$ cat src/rtl/fifo_in_arb_pkg.sv
// Shared definitions for the input-FIFO sequencer/arbiter: FSM states,
// slave flag bit positions, default slave addresses and small helpers.
package fifo_in_arb_pkg;

  typedef enum logic [1:0] {
    ST_IDLE   = 2'd0,
    ST_WRITE  = 2'd1,
    ST_READ   = 2'd2,
    ST_RDWAIT = 2'd3
  } state_e;

  localparam int unsigned FLAG_FULL   = 0;
  localparam int unsigned FLAG_EMPTY  = 1;
  localparam int unsigned FLAG_AFULL  = 2;
  localparam int unsigned FLAG_AEMPTY = 3;
  localparam int unsigned FLAG_WERR   = 4;
  localparam int unsigned FLAG_RERR   = 5;

  // Requester positions inside the arbiter request/grant vectors
  localparam int unsigned IDX_HOST = 0;
  localparam int unsigned IDX_ENG  = 1;

  localparam logic [7:0] DEF_WR_ADDR = 8'h11;
  localparam logic [7:0] DEF_RD_ADDR = 8'h10;

  // True when the slave reports either a write or a read error
  function automatic logic any_err(input logic [5:0] flag);
    return flag[FLAG_WERR] | flag[FLAG_RERR];
  endfunction

endpackage

$ cat src/rtl/fifo_in_arb_rr_arb2.sv
// Two-way round-robin arbiter. On a tie the requester not served last wins;
// the history bit only moves when the caller accepts a grant.
module rr_arb2
  import fifo_in_arb_pkg::*;
(
  input  logic       clk,
  input  logic       reset_n,
  input  logic [1:0] req_i,
  input  logic       accept_i,
  output logic [1:0] gnt_o
);

  // 1 = engine was granted last, so the host wins the first tie after reset
  logic       last_gnt_q;
  logic [1:0] gnt_s;

  // One-hot grant from the current requests and the last-granted history
  always_comb begin
    gnt_s = 2'b00;
    case (req_i)
      2'b01:   gnt_s = 2'b01;
      2'b10:   gnt_s = 2'b10;
      2'b11:   gnt_s = last_gnt_q ? 2'b01 : 2'b10;
      default: gnt_s = 2'b00;
    endcase
  end

  assign gnt_o = gnt_s;

  // Remember which side won, only when the grant is actually taken
  always_ff @(posedge clk or negedge reset_n) begin
    if (!reset_n) begin
      last_gnt_q <= 1'b1;
    end else if (accept_i && (gnt_s != 2'b00)) begin
      last_gnt_q <= gnt_s[IDX_ENG];
    end else begin
      last_gnt_q <= last_gnt_q;
    end
  end

endmodule

$ cat src/rtl/fifo_in_arb.sv
// Sequencer/arbiter for the input-FIFO bus slave: the host pushes operands,
// the factorial engine pops them. One access at a time, always returning to
// IDLE so the slave flags settle before the next grant decision.
module fifo_in_arb
  import fifo_in_arb_pkg::*;
#(
  parameter logic [7:0]  WR_ADDR = DEF_WR_ADDR,
  parameter logic [7:0]  RD_ADDR = DEF_RD_ADDR,
  parameter int unsigned CNT_W   = 16
) (
  input  logic             clk,
  input  logic             reset_n,
  input  logic             h_req,
  input  logic [31:0]      h_data,
  output logic             h_ack,
  input  logic             e_req,
  output logic             e_valid,
  output logic [31:0]      e_data,
  output logic             sel,
  output logic             wr,
  output logic [7:0]       address,
  output logic [31:0]      din,
  input  logic [31:0]      dout,
  input  logic [3:0]       fifo_cnt,
  input  logic [5:0]       fifo_flag,
  output logic [CNT_W-1:0] push_cnt,
  output logic [CNT_W-1:0] pop_cnt,
  output logic [CNT_W-1:0] err_cnt,
  output logic             busy
);

  localparam logic [CNT_W-1:0] CNT_ZERO = {CNT_W{1'b0}};
  localparam logic [CNT_W-1:0] CNT_ONE  = CNT_W'(1);
  localparam logic [CNT_W-1:0] CNT_MAX  = {CNT_W{1'b1}};

  state_e           state_q;
  logic             sel_q;
  logic             wr_q;
  logic [7:0]       address_q;
  logic [31:0]      din_q;
  logic             h_ack_q;
  logic             e_valid_q;
  logic [31:0]      e_data_q;
  logic             busy_q;
  logic [CNT_W-1:0] push_cnt_q;
  logic [CNT_W-1:0] pop_cnt_q;
  logic [CNT_W-1:0] err_cnt_q;

  logic [1:0]       req_s;
  logic [1:0]       gnt_s;
  logic             accept_s;
  logic             unused_s;

  // Occupancy and the almost-full/empty hints are informational only
  assign unused_s = ^{fifo_cnt, fifo_flag[FLAG_AFULL], fifo_flag[FLAG_AEMPTY]};

  // Eligibility: host blocked by full, engine blocked by empty
  assign req_s[IDX_HOST] = h_req & ~fifo_flag[FLAG_FULL];
  assign req_s[IDX_ENG]  = e_req & ~fifo_flag[FLAG_EMPTY];
  assign accept_s        = (state_q == ST_IDLE);

  rr_arb2 u_arb (
    .clk      (clk),
    .reset_n  (reset_n),
    .req_i    (req_s),
    .accept_i (accept_s),
    .gnt_o    (gnt_s)
  );

  // Access FSM with registered bus, handshake and busy outputs
  always_ff @(posedge clk or negedge reset_n) begin
    if (!reset_n) begin
      state_q   <= ST_IDLE;
      sel_q     <= 1'b0;
      wr_q      <= 1'b0;
      address_q <= 8'h00;
      din_q     <= 32'h0000_0000;
      h_ack_q   <= 1'b0;
      e_valid_q <= 1'b0;
      e_data_q  <= 32'h0000_0000;
      busy_q    <= 1'b0;
    end else begin
      // Bus idles and pulses clear unless the next state drives them
      sel_q     <= 1'b0;
      wr_q      <= 1'b0;
      address_q <= 8'h00;
      din_q     <= 32'h0000_0000;
      h_ack_q   <= 1'b0;
      e_valid_q <= 1'b0;
      busy_q    <= 1'b0;
      case (state_q)
        ST_IDLE: begin
          if (gnt_s[IDX_HOST]) begin
            state_q   <= ST_WRITE;
            sel_q     <= 1'b1;
            wr_q      <= 1'b1;
            address_q <= WR_ADDR;
            din_q     <= h_data;
            h_ack_q   <= 1'b1;
            busy_q    <= 1'b1;
          end else if (gnt_s[IDX_ENG]) begin
            state_q   <= ST_READ;
            sel_q     <= 1'b1;
            address_q <= RD_ADDR;
            busy_q    <= 1'b1;
          end else begin
            state_q   <= ST_IDLE;
          end
        end
        ST_WRITE: begin
          state_q <= ST_IDLE;
        end
        ST_READ: begin
          state_q <= ST_RDWAIT;
          busy_q  <= 1'b1;
        end
        ST_RDWAIT: begin
          // Slave read data is valid during this cycle
          state_q   <= ST_IDLE;
          e_data_q  <= dout;
          e_valid_q <= 1'b1;
        end
        default: begin
          state_q <= ST_IDLE;
        end
      endcase
    end
  end

  // Statistics: pushes/pops wrap, error cycles saturate
  always_ff @(posedge clk or negedge reset_n) begin
    if (!reset_n) begin
      push_cnt_q <= CNT_ZERO;
      pop_cnt_q  <= CNT_ZERO;
      err_cnt_q  <= CNT_ZERO;
    end else begin
      if (state_q == ST_WRITE) begin
        push_cnt_q <= push_cnt_q + CNT_ONE;
      end else begin
        push_cnt_q <= push_cnt_q;
      end
      if (state_q == ST_RDWAIT) begin
        pop_cnt_q <= pop_cnt_q + CNT_ONE;
      end else begin
        pop_cnt_q <= pop_cnt_q;
      end
      if (any_err(fifo_flag) && (err_cnt_q != CNT_MAX)) begin
        err_cnt_q <= err_cnt_q + CNT_ONE;
      end else begin
        err_cnt_q <= err_cnt_q;
      end
    end
  end

  assign sel      = sel_q;
  assign wr       = wr_q;
  assign address  = address_q;
  assign din      = din_q;
  assign h_ack    = h_ack_q;
  assign e_valid  = e_valid_q;
  assign e_data   = e_data_q;
  assign busy     = busy_q;
  assign push_cnt = push_cnt_q;
  assign pop_cnt  = pop_cnt_q;
  assign err_cnt  = err_cnt_q;

endmodule

$ cat config.mk
export PLATFORM = sky130hd
export DESIGN_NAME = fifo_in_arb
export DESIGN_NICKNAME = d
export VERILOG_FILES = /design/src/rtl/fifo_in_arb_pkg.sv /design/src/rtl/fifo_in_arb_rr_arb2.sv /design/src/rtl/fifo_in_arb.sv
export SDC_FILE = /design/constraint.sdc
export NUM_CORES = 1
export LEC_CHECK = 0
export ABC_AREA = 1
export BUFFER_PORTS_ARGS = -buffer_cell sky130_fd_sc_hd__buf_2
export CAP_MARGIN = 0
export CORE_ASPECT_RATIO = 1.5
export CORE_UTILIZATION = 45
export CTS_CLUSTER_SIZE = 30
export DETAILED_ROUTE_END_ITERATION = 8
export PLACE_DENSITY = 0.76
export SETUP_SLACK_MARGIN = 0.2
export SLEW_MARGIN = 20
export SYNTH_ARGS = -nofsm -noshare
export SYNTH_HDL_FRONTEND = slang
export SYNTH_SLANG_ARGS = --single-unit
$ cat constraint.sdc
create_clock -name clk -period 1.4 [get_ports clk]
set_input_delay 0.28 -clock clk [delete_from_list [all_inputs] [get_ports clk]]
set_output_delay 0.28 -clock clk [all_outputs]
set_load 0.1 [all_outputs]
==> results.py, run 1 <==
metrics = {
    "status": {
        "outcome": "aborted with a tool error",
        "error": "[ERROR GRT-0232] Routing congestion too high. Check the congestion heatmap in the GUI.",
        "stop_stage": "5_1_grt",
    },
    "global_routing": {
        "grt_max_degree": 34,
        "grt_usage_pct": 89.6,
        "overflow": 520,
    },
    "place": {
        "portBuffers": 190,
        "place.gp.congestion": 0.854,
        "dp_hpwl_um": 10500,
    },
    "yosys": {
        "ys_ff_latch": 119,
        "synth_cell_type_count": 32,
        "synthArstFlopShare_pct": 100,
        "synthCells": 601,
        "synth_area_leaders": "dfrtp_1 (54%), nand2_1 (15%), nor2_4 (6.4%), inv_1 (5.1%), nor2_1 (2.3%)",
        "avgSynthCellArea_um2": 9.08,
        "yosys_most_used_dff": "dfrtp_1",
        "synth_top_area_share_pct": 54.1,
        "synth_edf_count": 0,
        "yosysTopAreaCell": "dfrtp_1",
        "yosys-top-cells-count": "nand2_1 (214), dfrtp_1 (118), inv_1 (74)",
        "synth_most_common_cell": "nand2_1",
        "yosys_warnings": 0,
        "syn_area_um2": 5460,
        "ys_seq_area_share_pct": 54.6,
    },
    "sta": {
        "grt_worst_setup_endpoint": "err_cnt[14]$_DFFE_PN0P_/D",
        "endpoint_type": "register data pin",
    },
    "floorplanning": {
        "placementRows": 48,
        "start_util_pct": 46.8,
        "die_width_um": 91.9,
        "die_h_um": 137,
        "ios": 203,
    },
    "clocking": {
        "clock_sinks": 119,
        "htree_levels": 4,
        "cts_root_buf": "clkbuf_16",
        "clk_path_buf_depth": 2,
        "cts_buffers": 17,
    },
}
## cell families after synthesis
group / count (synthesis) / share of synthesized area [%]
xor+xnor: 26 / 4.17
flops: 119 / 54.6
simple gates: 338 / 30.5
buf+inv: 103 / 8.94
fa+ha+maj: 3 / 0.688
other cells: 1 / 0.0687
compound gates: 11 / 1.05
## routing by layer
metal | GRT overflow | GRT usage, %
met3 | 5 | 67.4
met4 | 146 | 105
met5 | 1 | 18.3
met2 | 367 | 112
met1 | 1 | 83.9
## what timing repair did
action                                 in CTS
resized for setup                         355
endpoints found under the hold margin      14
setup endpoints to repair                 212
buffers inserted                           73
cloned                                      5
pin swaps                                  45
hold buffers                                1
## stage by stage
stage / cell area [µm²] / hold WS [ns] / setup slack (ns) / cells / TNS, ns
2_1_floorplan: 5780 / -0.0156 / -0.201 / 606 / -2.92
3_3_place_gp: 7910 / 0.189 / -0.0330 / 961 / -0.236
3_5_place_dp: 7910 / 0.190 / -0.105 / 961 / -0.947
4_1_cts: 10500 / 0.0615 / -0.0840 / 1072 / -0.612
==> run 2, diff against run 1 <==
--- a/config.mk
+++ b/config.mk
@@ -8,12 +8,9 @@
 export ABC_AREA = 1
 export BUFFER_PORTS_ARGS = -buffer_cell sky130_fd_sc_hd__buf_2
 export CAP_MARGIN = 0
-export CORE_ASPECT_RATIO = 1.5
-export CORE_UTILIZATION = 45
-export CTS_CLUSTER_SIZE = 30
+export CORE_UTILIZATION = 40
 export DETAILED_ROUTE_END_ITERATION = 8
-export PLACE_DENSITY = 0.76
-export SETUP_SLACK_MARGIN = 0.2
+export PLACE_DENSITY_LB_ADDON = 0.15
 export SLEW_MARGIN = 20
 export SYNTH_ARGS = -nofsm -noshare
 export SYNTH_HDL_FRONTEND = slang
==> constraint.sdc (replaced) <==
create_clock -name clk -period 1.8 [get_ports clk]
set_input_delay 0.36 -clock clk [delete_from_list [all_inputs] [get_ports clk]]
set_output_delay 0.36 -clock clk [all_outputs]
set_load 0.1 [all_outputs]
==> results.py, run 2 <==
metrics = {
    "status": {
        "outcome": "finished, final reports clean",
    },
    "power": {
        "leakage_nw": 4.04,
        "powerDensity_nw_per_um2": 2030,
        "worst_ir_drop_vdd_v": 0.00116,
    },
    "setup_path": {
        "crit_family": "buffers and inverters",
        "r2r_setup_slack_ns": 0.19,
        "cp.depth": 1,
        "crit_buf_inv": 1,
        "reg2regPathDepth": 10,
        "critPathMaxFanout": 5,
        "crit_slowest_cell": "buf_2",
        "required_ns": 1.44,
        "max_stage_delay_ns": 0.47,
        "crit_type": "reg2out",
        "crit_arrival_ns": 1.32,
        "endpoint_kind": "output port",
        "cp-start-kind": "register",
        "path_cells": "buf_2",
        "r2r-start": "err_cnt[0]$_DFFE_PN0P_",
        "reg2reg_to": "err_cnt[9]$_DFFE_PN0P_",
    },
    "clocking": {
        "cts_tree": "yes",
        "clk_path_buf_depth": 2,
        "clk_pin_slew_ns": 0.05,
        "cts_root_buf": "clkbuf_16",
        "cts_buffers": 17,
        "clock_latency_ns": 0.40,
        "clock_sinks": 119,
        "htree_levels": 4,
    },
    "sta": {
        "whs_ns": 0.146,
        "setup_tns_ns": 0,
        "finalClockSkew_ns": 0.00756,
        "drv_slew": 0,
        "period_needed_ns": 1.68,
        "tightest_slew_ns": 0.512,
        "hold_violations": 0,
        "fin_crit_sh_pct": 93.3,
        "fmax_mhz": 595,
        "rsz0062_at_grt": "false",
        "slew_headroom_pct": 66.1,
        "setup_viol": 0,
    },
    "yosys": {
        "synth_most_common_cell": "nand2_1",
        "synth_area_leaders": "dfrtp_1 (54%), nand2_1 (15%), nor2_4 (6.4%), inv_1 (5.1%), nor2_1 (2.3%)",
        "syn_area_um2": 5460,
        "yosys_warnings": 0,
        "synthCells": 601,
        "synth_top_area_share_pct": 54.1,
        "yosysTopAreaCell": "dfrtp_1",
        "yosys_most_used_dff": "dfrtp_1",
        "yosys-top-cells-count": "nand2_1 (214), dfrtp_1 (118), inv_1 (74)",
        "synth_cell_type_count": 32,
        "ys_ff_latch": 119,
        "synth_edf_count": 0,
        "synthArstFlopShare_pct": 100,
        "avgSynthCellArea_um2": 9.08,
        "ys_seq_area_share_pct": 54.6,
    },
    "final_layout": {
        "layout.nets": 885,
        "layout_common_cells": "nand2_1 (214), buf_2 (189), dfrtp_1 (89)",
        "area_growth_pct": 33.5,
        "final_common_cell": "nand2_1",
        "layoutNonFillerInstCount": 993,
        "drive_gt1_share_pct": 38.7,
        "insertedDiodeCount": 0,
    },
    "job": {
        "maxCapViolations": 0,
    },
    "detailed_routing": {
        "postRouteAntennaNets": 0,
        "num_vias": 4316,
        "via_per_inst": 4.35,
        "wirelength_um": 11700,
        "wl_per_cell_um": 11.8,
        "drt_iter0_drc": 190,
        "drt-pass1-iter-count": 4,
        "drcViolationCount": 0,
    },
    "global_routing": {
        "grt_pass1_wl_um": 19400,
        "grt_pass1_vias": 4086,
        "grt_antenna_before_repair": 0,
        "grt_usage_pct": 17.6,
        "overflow": 0,
        "grt_max_degree": 44,
    },
    "hold_path": {
        "min_path_cells": 3,
        "min_path_type": "in2reg",
        "hold_start": "dout[16]",
        "holdPathEnd": "e_data[16]$_DFFE_PN0P_",
    },
    "floorplanning": {
        "die_width_um": 119,
        "die_h_um": 119,
        "placementRows": 42,
        "dieArea_um2": 14100,
        "ios": 203,
        "start_util_pct": 41.0,
        "coreArea_um2": 13300,
    },
    "place": {
        "portBuffers": 190,
        "dp_hpwl_um": 8520,
        "place.gp.congestion": 0.792,
        "place_inst": 960,
    },
}
==> run 2: metrics by stage <==
step                      instance area [µm²]  power [W]  setup WS (ns)  util (%)
final                                    7280     0.0148          0.120      54.8
after global placement                   6630     0.0111          0.186      49.9
after global routing                     7280     0.0154         0.0457      54.8
after CTS                                7280     0.0149         0.0962      54.8
after detailed placement                 6630     0.0112          0.137      49.9
after floorplan                          5520     0.0100        0.00638         -
==> run 2: cell families after synthesis <==
group	count (synthesis)	share of synthesized area, %
buffers and inverters	103	8.94
adders and majority gates	3	0.688
and+or+nand+nor	338	30.5
other	1	0.0687
AOI/OAI and AO/OA	11	1.05
xor gates and xnor gates	26	4.17
DFF	119	54.6
==> run 2: how the worst max path moves through the flow <==
stage                                  from                       end  slack (ns)
global placement     err_cnt[0]$_DFFE_PN0P_   err_cnt[14]$_DFFE_PN0P_        0.19
finish               pop_cnt[8]$_DFFE_PN0P_                pop_cnt[8]        0.12
floorplan           push_cnt[4]$_DFFE_PN0N_  push_cnt[13]$_DFFE_PN0N_       0.006
CTS                  pop_cnt[8]$_DFFE_PN0P_                pop_cnt[8]         0.1
detailed placement   err_cnt[0]$_DFFE_PN0P_    err_cnt[3]$_DFFE_PN0P_        0.14
global route         pop_cnt[8]$_DFFE_PN0P_                pop_cnt[8]        0.05
==> run 2: layout make-up <==
type	instances	area, µm²
Timing Repair Buffer	200	1080
Sequential cell	119	3020
Inverter	82	313
Tap cell	176	220
Fill cell	1245	6010
Multi-Input combinational cell	384	2010
Clock inverter	9	173
Clock buffer	23	468
==> run 2: layer usage <==
| metal | up-vias | GRT usage, % | wire [µm] |
|---|---|---|---|
| met2 | 137 | 27.9 | 5530 |
| met4 | 0 | 5.30 | 104 |
| met1 | 1973 | 21.7 | 5210 |
| li1 | 2199 | - | - |
| met5 | - | 0 | 0 |
| met3 | 7 | 7.67 | 890 |
==> run 2: report_power, final <==
| part | switching [W] | total (W) | internal [W] |
|---|---|---|---|
| clock network | 0.00114 | 0.00366 | 0.00252 |
| registers | 0.000462 | 0.00386 | 0.00340 |
| logic | 0.00617 | 0.00724 | 0.00107 |
| total | 0.00778 | 0.0148 | 0.00699 |
==> run 2: what timing repair did <==
item / in CTS / in global routing
endpoints found under the setup margin: 0 / 3
gates resized for setup: 0 / 1
hold buffers: 1 / 0
hold endpoints to repair: 21 / 0
setup buffers: 0 / 0
==> run 2: worst min-delay path: cells and delay by family <==
kind	cells	cell delay, ns
buffers and inverters	1	0.07
and+or+nand+nor	2	0.08
Power figures use the tool's default switching activity.
==> run 3, diff against run 2 <==
--- a/config.mk
+++ b/config.mk
@@ -5,7 +5,6 @@
 export SDC_FILE = /design/constraint.sdc
 export NUM_CORES = 1
 export LEC_CHECK = 0
-export ABC_AREA = 1
 export BUFFER_PORTS_ARGS = -buffer_cell sky130_fd_sc_hd__buf_2
 export CAP_MARGIN = 0
 export CORE_UTILIZATION = 40
==> results.py, run 3 <==
metrics = {
    "sta": {
        "finalClockSkew_ns": 0.00725,
        "setup_viol": 0,
        "whs_ns": 0.153,
        "period_needed_ns": 1.72,
        "fin_crit_sh_pct": 95.8,
        "drv_slew": 0,
        "hold_violations": 0,
        "fmax_mhz": 580,
    },
    "clocking": {
        "clock_sinks": 119,
        "clk_pin_slew_ns": 0.05,
        "cts_root_buf": "clkbuf_16",
        "clk_path_buf_depth": 2,
        "htree_levels": 4,
        "cts_buffers": 17,
        "cts_tree": "yes",
        "clock_latency_ns": 0.41,
    },
    "global_routing": {
        "grt_pass1_vias": 3513,
        "grt_pass1_wl_um": 16900,
        "top_usage_layer": "met2",
        "overflow": 0,
        "grt_usage_pct": 17.8,
        "grt_max_degree": 51,
        "grt_antenna_before_repair": 0,
        "gr-usage-met2_pct": 28.4,
        "grt_use_met1_pct": 21.1,
        "use_met3_pct": 6.56,
    },
    "job": {
        "maxCapViolations": 0,
    },
    "yosys": {
        "synth_most_common_cell": "dfrtp_1",
        "synth_top_area_share_pct": 62.1,
        "synth_cell_type_count": 44,
        "yosysTopAreaCell": "dfrtp_1",
        "ys_ff_latch": 119,
        "synth_edf_count": 0,
        "yosys-top-cells-count": "dfrtp_1 (118), mux2_2 (35), and2_1 (32)",
        "synthCells": 358,
        "syn_area_um2": 4750,
        "yosys_most_used_dff": "dfrtp_1",
        "avgSynthCellArea_um2": 13.3,
        "synthArstFlopShare_pct": 100,
        "ys_seq_area_share_pct": 62.7,
        "synth_area_leaders": "dfrtp_1 (62%), mux2_2 (8.3%), xor2_1 (5.0%), and2_1 (4.2%), xnor2_1 (3.3%)",
        "yosys_warnings": 0,
    },
    "floorplanning": {
        "die_width_um": 111,
        "placementRows": 39,
        "ios": 203,
        "dieArea_um2": 12300,
        "start_util_pct": 41.3,
        "coreArea_um2": 11500,
        "die_h_um": 111,
    },
    "setup_path": {
        "endpoint_kind": "register",
        "crit_slowest_cell": "dfrtp_4",
        "crit_type": "reg2reg",
        "required_ns": 2.07,
        "r2r-start": "err_cnt[1]$_DFFE_PN0P_",
        "reg2regPathDepth": 6,
        "cp-start-kind": "register",
        "critPathMaxFanout": 7,
        "crit_arrival_ns": 2.00,
        "reg2reg_to": "err_cnt[6]$_DFFE_PN0P_",
        "max_stage_delay_ns": 0.44,
        "r2r_setup_slack_ns": 0.08,
        "crit_buf_inv": 1,
        "crit_family": "simple AND/OR/NAND/NOR gates",
        "path_cells": "ha_4 > nand4_4 > nor4_4 > buf_4 > nor4b_1 > xor2_1",
    },
    "detailed_routing": {
        "postRouteAntennaNets": 0,
        "wl_per_cell_um": 14.0,
        "wirelength_um": 10200,
        "drcViolationCount": 23,
        "drt_iter0_drc": 127,
        "via_per_inst": 4.77,
        "num_vias": 3450,
        "drt-pass1-iter-count": 6,
    },
    "place": {
        "portBuffers": 190,
        "dp_hpwl_um": 7450,
        "placed_area_um2": 6000,
        "place.gp.congestion": 0.776,
    },
    "status": {
        "outcome": "complete, but fails checks",
        "violations": "DRC",
    },
    "final_layout": {
        "final_common_cell": "buf_2",
        "insertedDiodeCount": 0,
        "area_growth_pct": 38.7,
        "multiInputGateArea_um2": 1690,
        "final_cell_area_um2": 6590,
        "seqCellArea_um2": 3050,
        "layout_common_cells": "buf_2 (189), dfrtp_1 (80), mux2_2 (35)",
        "drive_gt1_share_pct": 54.9,
        "layout.nets": 650,
        "n_fill_cell": 985,
    },
    "hold_path": {
        "min_path_cells": 2,
        "min_path_type": "in2reg",
        "hold_start": "h_data[23]",
        "holdPathEnd": "din[23]$_DFF_PN0_",
    },
}
-- run 3: cell types whose count changed after synthesis, sizes merged, moves of 11 or more --
cell | previous run | this run
nand2 | 221 | 16
inv | 82 | 5
nor2 | 72 | 11
mux2 | 0 | 35
and2 | 0 | 32
xor2 | 14 | 27
nor4 | 0 | 11
-- run 3: per-stage QoR --
step | util (%) | worst slack [ns] | instances | setup TNS (ns)
detailed placement | 52.1 | 0.146 | 690 | 0
floorplan | - | 0.000380 | 363 | 0
global placement | 52.1 | 0.182 | 690 | 0
finish | 57.2 | 0.0754 | 724 | 0
CTS | 57.0 | 0.119 | 722 | 0
global route | 57.2 | -0.0109 | 724 | -0.0112
-- run 3: cell type report --
class / count / area share [%]
clock buffer: 28 / 8.14
clock inverter: 3 / 0.228
inverter: 6 / 0.361
multi-input combinational: 220 / 25.7
sequential: 119 / 46.3
tap: 143 / 2.71
timing repair buffer: 205 / 16.6
-- run 3: worst max-delay path by stage --
stage          slack [ns]                       to  cells past startpoint                   start
2_1_floorplan      0.0004   err_cnt[6]$_DFFE_PN0P_                      5  err_cnt[6]$_DFFE_PN0P_
6_report             0.08   err_cnt[6]$_DFFE_PN0P_                      6  err_cnt[1]$_DFFE_PN0P_
3_5_place_dp         0.15   err_cnt[6]$_DFFE_PN0P_                      6  err_cnt[0]$_DFFE_PN0P_
4_1_cts              0.12               err_cnt[0]                      1  err_cnt[0]$_DFFE_PN0P_
5_1_grt             -0.01   err_cnt[6]$_DFFE_PN0P_                      6  err_cnt[1]$_DFFE_PN0P_
3_3_place_gp         0.18  err_cnt[14]$_DFFE_PN0P_                      5  err_cnt[0]$_DFFE_PN0P_
-- run 3: worst register-to-register path: stages, from the launching register on --
cell and delay, ns:
dfrtp_4 0.44, ha_4 0.15, nand4_4 0.15, nor4_4 0.41, buf_4 0.23, nor4b_1 0.07
xor2_1 0.15
-- run 3: metal layers --
metal,vias up,wire [µm]
li1,1632,-
met1,1668,4230
met2,133,4910
met3,17,816
met4,0,220
met5,-,0
-- run 3: cells by family after synthesis --
| logic type | synth area share [%] |
|---|---|
| and+or+nand+nor | 15.8 |
| DFF | 62.7 |
| xor gates and xnor gates | 8.29 |
| muxes | 8.29 |
| buffers and inverters | 2.84 |
| AOI/OAI and AO/OA | 1.24 |
| adders and majority gates | 0.790 |
| other | 0.0789 |
-- run 3: what timing repair did --
item | in CTS | in global routing
hold endpoints to repair | 23 | 0
hold buffers | 1 | 0
endpoints found under the setup margin | 0 | 2
setup buffers | 0 | 2
resized for setup | 0 | 2
Power of run 3 is left out: the tool's default activity adds up to more than one toggle a clock period on the data nets, which glitch-free logic cannot reach.
==> run 4, diff against run 3 <==
--- a/config.mk
+++ b/config.mk
@@ -5,6 +5,7 @@
 export SDC_FILE = /design/constraint.sdc
 export NUM_CORES = 1
 export LEC_CHECK = 0
+export ABC_AREA = 1
 export BUFFER_PORTS_ARGS = -buffer_cell sky130_fd_sc_hd__buf_2
 export CAP_MARGIN = 0
 export CORE_UTILIZATION = 40
==> constraint.sdc (replaced) <==
create_clock -name clk -period 1.96 [get_ports clk]
set_input_delay 0.392 -clock clk [delete_from_list [all_inputs] [get_ports clk]]
set_output_delay 0.392 -clock clk [all_outputs]
set_load 0.1 [all_outputs]
==> results.py, run 4 (synthesized netlist as in run 2, its figures left out) <==
metrics = {
    "clocking": {
        "clock_sinks": 119,
        "cts_resized": 0,
        "clk_path_buf_depth": 2,
        "htree_levels": 4,
        "cts_buffers": 17,
        "cts_tree": "yes",
        "clk_pin_slew_ns": 0.05,
        "cts_root_buf": "clkbuf_16",
        "post_cts_buffers": 0,
        "clock_latency_ns": 0.41,
    },
    "setup_path": {
        "crit_family": "flip-flops",
        "endpoint_kind": "output port",
        "crit_type": "reg2out",
        "crit_slowest_cell": "dfrtp_1",
        "crit_arrival_ns": 1.36,
        "path_cells": "buf_2",
        "max_stage_delay_ns": 0.48,
        "crit_buf_inv": 1,
        "required_ns": 1.57,
        "critPathMaxFanout": 7,
        "cp-start-kind": "register",
    },
    "sta": {
        "slew_headroom_pct": 66.0,
        "tightest_slew_ns": 0.513,
        "whs_ns": 0.179,
        "hold_violations": 0,
        "fin_crit_sh_pct": 89.5,
        "drv_slew": 0,
        "finalClockSkew_ns": 0.00583,
        "rsz0062_at_grt": "false",
        "setup_viol": 0,
        "setup_tns_ns": 0,
        "fmax_mhz": 570,
        "period_needed_ns": 1.75,
    },
    "detailed_routing": {
        "wl_per_cell_um": 12.2,
        "drcViolationCount": 0,
        "via_per_inst": 4.47,
        "drt-pass1-iter-count": 4,
        "drt_iter0_drc": 243,
        "postRouteAntennaNets": 0,
        "num_vias": 4420,
        "wirelength_um": 12100,
    },
    "final_layout": {
        "final_common_cell": "nand2_1",
        "drive_gt1_share_pct": 35.3,
        "seqCellArea_um2": 2980,
        "area_growth_pct": 30.6,
        "final_cell_area_um2": 7120,
        "layout_common_cells": "nand2_1 (214), buf_2 (189), dfrtp_1 (114)",
        "insertedDiodeCount": 0,
        "n_fill_cell": 1239,
        "fin_util_pct": 53.6,
        "multiInputGateArea_um2": 2010,
        "layout.nets": 884,
    },
    "floorplanning": {
        "coreArea_um2": 13300,
        "dieArea_um2": 14100,
        "start_util_pct": 41.0,
        "ios": 203,
        "die_width_um": 119,
        "die_h_um": 119,
        "placementRows": 42,
    },
    "status": {
        "outcome": "finished, final reports clean",
    },
    "power": {
        "powerDensity_nw_per_um2": 1820,
        "p_switching_w": 0.00713,
        "p_comb_share_pct": 51.3,
        "finalPower_w": 0.0130,
        "intPower_w": 0.00587,
        "leakage_nw": 4.02,
        "worst_ir_drop_vdd_v": 0.000726,
        "p_seq_share_pct": 27.1,
        "swShare_pct": 54.9,
        "clock_power_share_pct": 21.6,
    },
    "global_routing": {
        "overflow": 0,
        "grt_pass1_wl_um": 20200,
        "grt_max_degree": 48,
        "grt_pass1_vias": 4292,
        "grt_antenna_before_repair": 0,
        "grt_usage_pct": 18.4,
    },
    "place": {
        "placed_area_um2": 6590,
        "dp_hpwl_um": 8890,
        "portBuffers": 190,
        "place.gp.congestion": 0.815,
    },
    "job": {
        "maxCapViolations": 0,
    },
    "hold_path": {
        "min_path_type": "in2reg",
    },
}
-- run 4: stage by stage --
step	std cells	setup slack, ns
6_report	988	0.206
2_1_floorplan	606	0.00299
3_3_place_gp	959	0.369
4_1_cts	988	0.186
3_5_place_dp	959	0.356
5_1_grt	988	0.139
-- run 4: area by class of cell --
cell class | instances | area share (%)
Multi-Input combinational cell | 384 | 28.2
Inverter | 82 | 4.36
Clock buffer | 23 | 6.71
Tap cell | 176 | 3.09
Timing Repair Buffer | 199 | 15.1
Sequential cell | 119 | 41.9
Clock inverter | 5 | 0.703
-- run 4: final timing paths --
| check | startpoint | endpoint | slack (ns) | cells past startpoint |
|---|---|---|---|---|
| setup / recovery | err_cnt[11]$_DFFE_PN0P_ | err_cnt[11] | 0.21 | 1 |
| hold / removal | dout[24] | e_data[24]$_DFFE_PN0P_ | 0.18 | 3 |
| setup reg to reg | err_cnt[0]$_DFFE_PN0P_ | err_cnt[0]$_DFFE_PN0P_ | 0.36 | 10 |
| hold reg to reg | e_data[31]$_DFFE_PN0P_ | e_data[31]$_DFFE_PN0P_ | 0.47 | 2 |
| max in group asynchronous | reset_n | e_data[14]$_DFFE_PN0P_ | 0.96 | 3 |
| min in group asynchronous | reset_n | err_cnt[2]$_DFFE_PN0P_ | 0.41 | 2 |
-- run 4: power by group through the flow --
stage	Clock (W)	Combinational (W)	Sequential [W]
2_1_floorplan	0	0.00141	0.00777
3_3_place_gp	0	0.00667	0.00354
3_5_place_dp	0	0.00670	0.00356
4_1_cts	0.00288	0.00671	0.00354
5_1_grt	0.00298	0.00696	0.00362
6_report	0.00280	0.00667	0.00353
-- run 4: what timing repair did --
| action | 4_1_cts | 5_1_grt |
|---|---|---|
| hold endpoints to repair | 14 | 0 |
| hold buffers | 1 | 0 |
| setup endpoints to repair | 0 | 0 |
-- run 4: layer usage --
metal  vias up  track usage [%]  routed length [µm]
met1      2085             21.9                5150
met2       127             30.1                5930
met3        16             6.13                 755
met4         0             8.62                 232
li1       2192                -                   -
met5         -                0                   0
